--- src/rtl/sig_dump_ctrl_pkg.sv ---
// Shared constants, FSM encoding and address helper for the signature unloader.
package sig_dump_ctrl_pkg;

  // Byte address of DataCatch word 0.
  localparam logic [31:0] DCATCH_START_ADDR = 32'h0000_1000;

  // Offsets of the signature control words from the signature base.
  localparam logic [31:0] SIG_BEGIN_OFS = 32'h0000_0008;
  localparam logic [31:0] SIG_END_OFS   = 32'h0000_000C;
  localparam logic [31:0] SIG_FLAG_OFS  = 32'h0000_0010;

  // Only this exact value written to the flag word starts a dump.
  localparam logic [31:0] SIG_FLAG_VALUE = 32'h0000_0001;

  typedef enum logic [2:0] {
    ST_IDLE,
    ST_ISSUE,
    ST_WAIT,
    ST_SEND,
    ST_DONE
  } dump_state_e;

  // Byte address to DataCatch word index; the two low address bits drop out in the shift.
  function automatic logic [31:0] word_index(input logic [31:0] addr, input logic [31:0] base);
    return (addr - base) >> 2;
  endfunction

endpackage

--- src/rtl/sig_dump_ctrl_if.sv ---
// Snoop bus, DataCatch read port and signature stream of the unloader.
interface sig_dump_ctrl_if #(
  parameter int DCATCH_DEPTH = 2048
);
  localparam int AW = $clog2(DCATCH_DEPTH);

  logic          mem_we;
  logic [31:0]   mem_addr;
  logic [31:0]   mem_wdata;
  logic          dc_rd_en;
  logic [AW-1:0] dc_rd_addr;
  logic [31:0]   dc_rd_data;
  logic          sig_valid;
  logic          sig_ready;
  logic [31:0]   sig_data;
  logic          sig_last;
  logic          done;
  logic          timeout;
  logic          err;

  // Unloader side.
  modport master (
    input  mem_we, mem_addr, mem_wdata, dc_rd_data, sig_ready,
    output dc_rd_en, dc_rd_addr, sig_valid, sig_data, sig_last, done, timeout, err
  );

  // Core, DataCatch and downstream sink side.
  modport slave (
    output mem_we, mem_addr, mem_wdata, dc_rd_data, sig_ready,
    input  dc_rd_en, dc_rd_addr, sig_valid, sig_data, sig_last, done, timeout, err
  );

endinterface

--- src/rtl/sig_dump_ctrl_watchdog.sv ---
// Saturating cycle counter; expire is high while enabled at the terminal count.
module sig_watchdog #(
  parameter int LIMIT = 1024
) (
  input  logic clk,
  input  logic rst,
  input  logic clear,
  input  logic en,
  output logic expire
);
  localparam int CW = (LIMIT > 1) ? $clog2(LIMIT) : 1;
  localparam logic [CW-1:0] MAX_COUNT = CW'(LIMIT - 1);

  logic [CW-1:0] count;

  // Count enabled cycles and hold at the terminal value.
  always_ff @(posedge clk) begin
    // NOTE: sequential state uses <= so every register updates from pre-edge values.
    if (rst || clear) begin
      count <= '0;
    end else if (en && (count != MAX_COUNT)) begin
      count <= count + CW'(1);
    end
  end

  assign expire = en && (count == MAX_COUNT);

endmodule

--- src/rtl/sig_dump_ctrl.sv ---
// End-of-test signature unloader: snoops control words, reads the window, streams it out.
module sig_dump_ctrl
  import sig_dump_ctrl_pkg::*;
#(
  parameter logic [31:0] DCATCH_BASE    = DCATCH_START_ADDR,
  parameter int          DCATCH_DEPTH   = 2048,
  parameter logic [31:0] SIG_BASE       = 32'h1000_0000,
  parameter int          TIMEOUT_CYCLES = 1024
) (
  input logic            clk,
  input logic            rst,
  sig_dump_ctrl_if.master bus
);
  localparam int AW = $clog2(DCATCH_DEPTH);
  localparam logic [31:0] WINDOW_END = DCATCH_BASE + 32'(4 * DCATCH_DEPTH);

  dump_state_e   state_q, state_d;
  logic [31:0]   begin_reg, end_reg;
  logic [AW-1:0] ptr, last_idx;
  logic [31:0]   sig_data_q;
  logic          done_q, timeout_q, err_q;

  logic          in_idle, begin_we, end_we, flag_hit, wd_expire, trigger;
  logic          window_empty, window_bad, at_last, handshake;
  logic [AW-1:0] begin_idx, last_idx_d;

  assign in_idle   = (state_q == ST_IDLE);
  assign begin_we  = in_idle && bus.mem_we && (bus.mem_addr == SIG_BASE + SIG_BEGIN_OFS);
  assign end_we    = in_idle && bus.mem_we && (bus.mem_addr == SIG_BASE + SIG_END_OFS);
  assign flag_hit  = in_idle && bus.mem_we && (bus.mem_addr == SIG_BASE + SIG_FLAG_OFS)
                     && (bus.mem_wdata == SIG_FLAG_VALUE);

  // Empty check wins over the range check so a degenerate window never flags err.
  assign window_empty = (begin_reg >= end_reg);
  assign window_bad   = (begin_reg < DCATCH_BASE) || (end_reg > WINDOW_END);
  assign begin_idx    = AW'(word_index(begin_reg, DCATCH_BASE));
  assign last_idx_d   = AW'(word_index(end_reg, DCATCH_BASE) - 32'd1);

  assign at_last   = (ptr == last_idx);
  assign handshake = (state_q == ST_SEND) && bus.sig_ready;

  sig_watchdog #(.LIMIT(TIMEOUT_CYCLES)) u_watchdog (
    .clk   (clk),
    .rst   (rst),
    .clear (trigger),
    .en    (in_idle),
    .expire(wd_expire)
  );

  // Next-state decode and stream/read-port outputs.
  always_comb begin
    // NOTE: every output of this block gets a default first so no path can infer a latch.
    state_d        = state_q;
    trigger        = 1'b0;
    bus.dc_rd_en   = (state_q == ST_ISSUE);
    bus.dc_rd_addr = ptr;
    bus.sig_valid  = (state_q == ST_SEND);
    bus.sig_last   = (state_q == ST_SEND) && at_last;
    bus.sig_data   = sig_data_q;
    bus.done       = done_q;
    bus.timeout    = timeout_q;
    bus.err        = err_q;
    case (state_q)
      ST_IDLE: begin
        if (flag_hit || wd_expire) begin
          trigger = 1'b1;
          state_d = (window_empty || window_bad) ? ST_DONE : ST_ISSUE;
        end
      end
      ST_ISSUE: state_d = ST_WAIT;
      ST_WAIT:  state_d = ST_SEND;
      ST_SEND: begin
        if (bus.sig_ready) state_d = at_last ? ST_DONE : ST_ISSUE;
      end
      ST_DONE:  state_d = ST_DONE;
      default:  state_d = ST_IDLE;
    endcase
  end

  // State register, snooped window, read pointer, output word and sticky status.
  always_ff @(posedge clk) begin
    if (rst) begin
      state_q    <= ST_IDLE;
      begin_reg  <= '0;
      end_reg    <= '0;
      ptr        <= '0;
      last_idx   <= '0;
      sig_data_q <= '0;
      done_q     <= 1'b0;
      timeout_q  <= 1'b0;
      err_q      <= 1'b0;
    end else begin
      state_q <= state_d;
      if (begin_we) begin_reg <= bus.mem_wdata;
      if (end_we)   end_reg   <= bus.mem_wdata;
      if (trigger) begin
        // A flag write in the expiry cycle counts as a normal end of test.
        timeout_q <= !flag_hit;
        if (window_empty) begin
          done_q <= 1'b1;
        end else if (window_bad) begin
          err_q  <= 1'b1;
          done_q <= 1'b1;
        end else begin
          ptr      <= begin_idx;
          last_idx <= last_idx_d;
        end
      end
      if (state_q == ST_WAIT) sig_data_q <= bus.dc_rd_data;
      if (handshake) begin
        if (at_last) done_q <= 1'b1;
        else         ptr    <= ptr + AW'(1);
      end
    end
  end

endmodule

--- src/flat_wrapper.sv ---
// flat-port wrapper written by rule: the top's interface ports become plain ports
module sig_dump_ctrl_flat import sig_dump_ctrl_pkg::*;
#(
  parameter logic [31:0] DCATCH_BASE    = DCATCH_START_ADDR,
  parameter int          DCATCH_DEPTH   = 2048,
  parameter logic [31:0] SIG_BASE       = 32'h1000_0000,
  parameter int          TIMEOUT_CYCLES = 1024
)
  (clk, rst, bus_mem_we, bus_mem_addr, bus_mem_wdata, bus_dc_rd_data, bus_sig_ready, bus_dc_rd_en, bus_dc_rd_addr, bus_sig_valid, bus_sig_data, bus_sig_last, bus_done, bus_timeout, bus_err);
  sig_dump_ctrl_if #(.DCATCH_DEPTH(DCATCH_DEPTH)) bus_i ();
  input logic clk;
  input logic rst;
  input wire logic [$bits(bus_i.mem_we)-1:0] bus_mem_we;
  input wire logic [$bits(bus_i.mem_addr)-1:0] bus_mem_addr;
  input wire logic [$bits(bus_i.mem_wdata)-1:0] bus_mem_wdata;
  input wire logic [$bits(bus_i.dc_rd_data)-1:0] bus_dc_rd_data;
  input wire logic [$bits(bus_i.sig_ready)-1:0] bus_sig_ready;
  output wire logic [$bits(bus_i.dc_rd_en)-1:0] bus_dc_rd_en;
  output wire logic [$bits(bus_i.dc_rd_addr)-1:0] bus_dc_rd_addr;
  output wire logic [$bits(bus_i.sig_valid)-1:0] bus_sig_valid;
  output wire logic [$bits(bus_i.sig_data)-1:0] bus_sig_data;
  output wire logic [$bits(bus_i.sig_last)-1:0] bus_sig_last;
  output wire logic [$bits(bus_i.done)-1:0] bus_done;
  output wire logic [$bits(bus_i.timeout)-1:0] bus_timeout;
  output wire logic [$bits(bus_i.err)-1:0] bus_err;
  assign bus_i.mem_we = bus_mem_we;
  assign bus_i.mem_addr = bus_mem_addr;
  assign bus_i.mem_wdata = bus_mem_wdata;
  assign bus_i.dc_rd_data = bus_dc_rd_data;
  assign bus_i.sig_ready = bus_sig_ready;
  assign bus_dc_rd_en = bus_i.dc_rd_en;
  assign bus_dc_rd_addr = bus_i.dc_rd_addr;
  assign bus_sig_valid = bus_i.sig_valid;
  assign bus_sig_data = bus_i.sig_data;
  assign bus_sig_last = bus_i.sig_last;
  assign bus_done = bus_i.done;
  assign bus_timeout = bus_i.timeout;
  assign bus_err = bus_i.err;
  sig_dump_ctrl #(.DCATCH_BASE(DCATCH_BASE), .DCATCH_DEPTH(DCATCH_DEPTH), .SIG_BASE(SIG_BASE), .TIMEOUT_CYCLES(TIMEOUT_CYCLES)) u_core (.clk(clk), .rst(rst), .bus(bus_i));
endmodule
--- config.mk ---
export PLATFORM = sky130hd
export DESIGN_NAME = sig_dump_ctrl_flat
export DESIGN_NICKNAME = d
export VERILOG_FILES = /design/src/rtl/sig_dump_ctrl_pkg.sv /design/src/rtl/sig_dump_ctrl_if.sv /design/src/rtl/sig_dump_ctrl_watchdog.sv /design/src/rtl/sig_dump_ctrl.sv /design/src/flat_wrapper.sv
export SDC_FILE = /design/constraint.sdc
export NUM_CORES = 1
export LEC_CHECK = 0
export ABC_AREA = 1
export CAP_MARGIN = 40
export CORE_ASPECT_RATIO = 2
export CORE_MARGIN = 3
export CORE_UTILIZATION = 48
export DETAILED_ROUTE_END_ITERATION = 7
export DONT_BUFFER_PORTS = 1
export SETUP_SLACK_MARGIN = 0.02
export SYNTH_ARGS = -nofsm -noshare
export SYNTH_HDL_FRONTEND = slang
export SYNTH_SLANG_ARGS = --single-unit
--- constraint.sdc ---
create_clock -name clk -period 2.3 [get_ports clk]
set_clock_uncertainty 0.1 [all_clocks]
set_input_delay 0.46 -clock clk [delete_from_list [all_inputs] [get_ports clk]]
set_output_delay 0.46 -clock clk [all_outputs]
set_load 0.01 [all_outputs]
==> results.tsv <==
stage	metric	value	unit
status	status	completed	
setup_path	delay-heaviest family, CP	simple AND/OR/NAND/NOR gates	
setup_path	Critical Path RT	1740	ps
hold_path	hold_sp	rst	
die	IO Pins	149	
drt	drt drc	0	
timing	Slew Viols, Final	0	
drt	Avg WL per Cell	15.39	microns
die	die width	93.06	microns
cts	clock latency on the worst-skew pair	420	ps
timing	final worst-path cycle share	94.97	%
yosys	number of synthesis warnings	0	
setup_path	crit-path cells	xnor2_1 -> nand4_1 -> nor3_2 -> nand3_2 -> inv_2	
global_route	largest net degree at the start of global routing	78	
drt	routed wire length	18.97	mm
cts	clock sinks	134	
timing	worst slew pin tran	750.0	ps
setup_path	R2R depth	17	
placement	Place WS	83.02	ps
setup_path	Arrival @ worst endpoint	1620	ps
setup_path	CP Launch Point	u_core.bus.dc_rd_addr[9]	
setup_path	WP buf/inv	1	
timing	Slew Limit Headroom	49.83	%
setup_path	reg2reg start	u_core.end_reg[18]	
placement	routability congestion estimate	0.8218	
die	Rows	63	
cts	CTS clk-pin slew, worst paths	60	ps
power	static leakage	3.759	nW
yosys	Synth Register Bits	134	
power	maximum vdd drop	0.0004971	V
timing	RSZ-0062 raised after global routing	true	
die	initial cell density of the core	49.10	%
final_layout	most common cell after layout, fill and taps aside	nor2_1	
cts	Inserted Clock Buffers	17	
global_route	vias in the first global route	6093	
cts	Max Root-Sink Buffers	2	
yosys	Synth Instances	987	
global_route	GRT Residual Overflow	0	
yosys	sequential fraction of the synthesis area	36.87	%
cts	TritonCTS clock tree	done	
setup_path	Setup crit end kind	primary output	
timing	Final WS setup	115.7	ps
die	Die Ht	180.1	microns
setup_path	worst setup path category	flip-flop to primary output	
hold_path	Hold WC Path Type	input port to flip-flop	
global_route	antenna violations before repair	0	
timing	Period minus WS final	2184	ps
setup_path	crit start category	flip-flop	
setup_path	Worst Path Max Fanout	3	
hold_path	hold worst-path end	u_core.begin_reg[17]	
yosys	Post-Syn Area	7276	sq um
drt	antenna viol nets, final	0	
final_layout	fin nets	1161	
placement	post-DP HPWL	13.73	mm
cts	H-tree lvl count	4	
final_layout	share of cells above drive strength 1	24.37	%
drt	Iter 0 DRT Violations	181	
drt	vias per inst	5.116	
setup_path	slowest CP cell	dfxtp_1	
die	die area	16760	sq um
global_route	first-pass GRT wire length	28.77	mm
die	Core ar.	14820	sq um
yosys	number of library cell types mapped by synthesis	38	
timing	Hold Slack	15.42	ps
cts	Root Buffer	clkbuf_16	
drt	Via Count	6308	
setup_path	worst r2r dst	u_core.bus.dc_rd_addr[5]	
timing	Final TNS setup	0	ps
final_layout	Layout area overhead	21.50	%
drt	DR pass1 iterations	7	
timing	final setup violating endpoints	0	
setup_path	slowest stage delay, CP	370	ps
placement	port bufs	0	
final_layout	commonest cells after routing, fill and taps aside	nor2_1 (254), nand2_1 (120), inv_1 (107), dfxtp_1 (101), a211oi_2 (58)	
yosys	Syn Area/Cell	7.372	sq um
placement	Area after DPL	7676	sq um
timing	top achievable clock speed	0.4578	GHz
final_layout	final instance area	8840	sq um
timing	Hold Violations, Final	0	
final_layout	Fill cells	1427	
setup_path	reg-to-reg setup timing slack	130	ps
yosys	syn_nets	1123	
run	max-cap violation count	0	
power	pwr dens	615.9	nW/um^2
hold_path	Min-Delay Path Depth	1	
final_layout	fin util	59.65	%
global_route	GRT Util Overall	21.60	%
final_layout	n_diodes	0	
==> worst max-delay path by stage <==
stage | slack (ps) | end | depth (start not counted)
after floorplan | 210 | u_core.last_idx[10] | 14
after global placement | 110 | u_core.bus.dc_rd_addr[5] | 11
after detailed placement | 80 | u_core.bus.dc_rd_addr[10] | 11
after CTS | 50 | bus_sig_last | 6
after global routing | -30 | u_core.bus.dc_rd_addr[8] | 16
final | 120 | bus_sig_last | 5
==> per-layer routing <==
metal  part of all wire [%]  track usage, %
met1                     34           19.99
met2                     56           42.13
met3                    5.5           5.892
met4                    3.9           9.630
met5                      0               0
==> synth_stat cells, drive strengths merged <==
cell | instances | share of area (%)
a31oi | 1 | 0.086
xor2 | 20 | 2.4
nor3 | 6 | 0.41
nor2 | 267 | 14
xnor2 | 8 | 0.96
clkbuf | 20 | 1.0
o21a | 1 | 0.10
nand2 | 139 | 7.3
a211oi | 67 | 11
o21ai | 54 | 3.7
o211ai | 1 | 0.10
inv | 124 | 6.4
nand3b | 1 | 0.10
nand4 | 9 | 0.98
dfxtp | 134 | 37
ha | 36 | 6.2
or2 | 3 | 0.26
a21oi | 30 | 2.1
buf | 15 | 1.9
clkinv | 1 | 0.052
o21bai | 2 | 0.21
nor4 | 4 | 0.76
and2 | 2 | 0.17
o31ai | 1 | 0.10
nor3b | 1 | 0.10
nand3 | 37 | 2.6
a21o | 3 | 0.31
==> stage by stage <==
stage | std cells | total power, mW
6_report | 1233 | 5.444
4_1_cts | 1220 | 5.485
5_1_grt | 1233 | 5.622
3_5_place_dp | 1188 | 2.496
3_3_place_gp | 1188 | 2.496
2_1_floorplan | 987 | 2.495
==> kinds of logic (layout without fill, tap and decap cells) <==
| group | count (synthesis) | after routing | synth area share [%] |
|---|---|---|---|
| and+or+nand+nor | 469 | 469 | 26.66 |
| AOI/OAI and AO/OA | 160 | 160 | 17.52 |
| buffers and inverters | 160 | 211 | 9.389 |
| DFF | 134 | 134 | 36.87 |
| adders and majority gates | 36 | 36 | 6.191 |
| xor gates and xnor gates | 28 | 28 | 3.371 |
==> where the power goes <==
part           internal, mW  total, mW  switching [mW]  leakage [nW]
Sequential             2.32       2.33         0.00417          1.10
Combinational        0.0450      0.150           0.105          2.36
Clock                  1.95       2.97            1.02         0.298
Total                  4.32       5.44            1.13          3.76
==> cell type report <==
type / instances / area (sq um) / area share (%)
Clock buffer: 20 / 446.7 / 5.053
Inverter: 125 / 473.0 / 5.350
Clock inverter: 12 / 201.4 / 2.279
Tap cell: 195 / 244.0 / 2.760
Timing Repair Buffer: 54 / 559.3 / 6.327
Sequential cell: 134 / 2731 / 30.90
Multi-Input combinational cell: 693 / 4184 / 47.33
==> repair_timing <==
action | in CTS | in global routing
pin swaps | 0 | 36
endpoints found under the hold margin | 0 | 29
buffers inserted | 0 | 8
gates resized for setup | 1 | 105
setup endpoints to repair | 1 | 24
hold buffers | 0 | 3
cloned | 0 | 2
(Power assumes the default switching activity.)
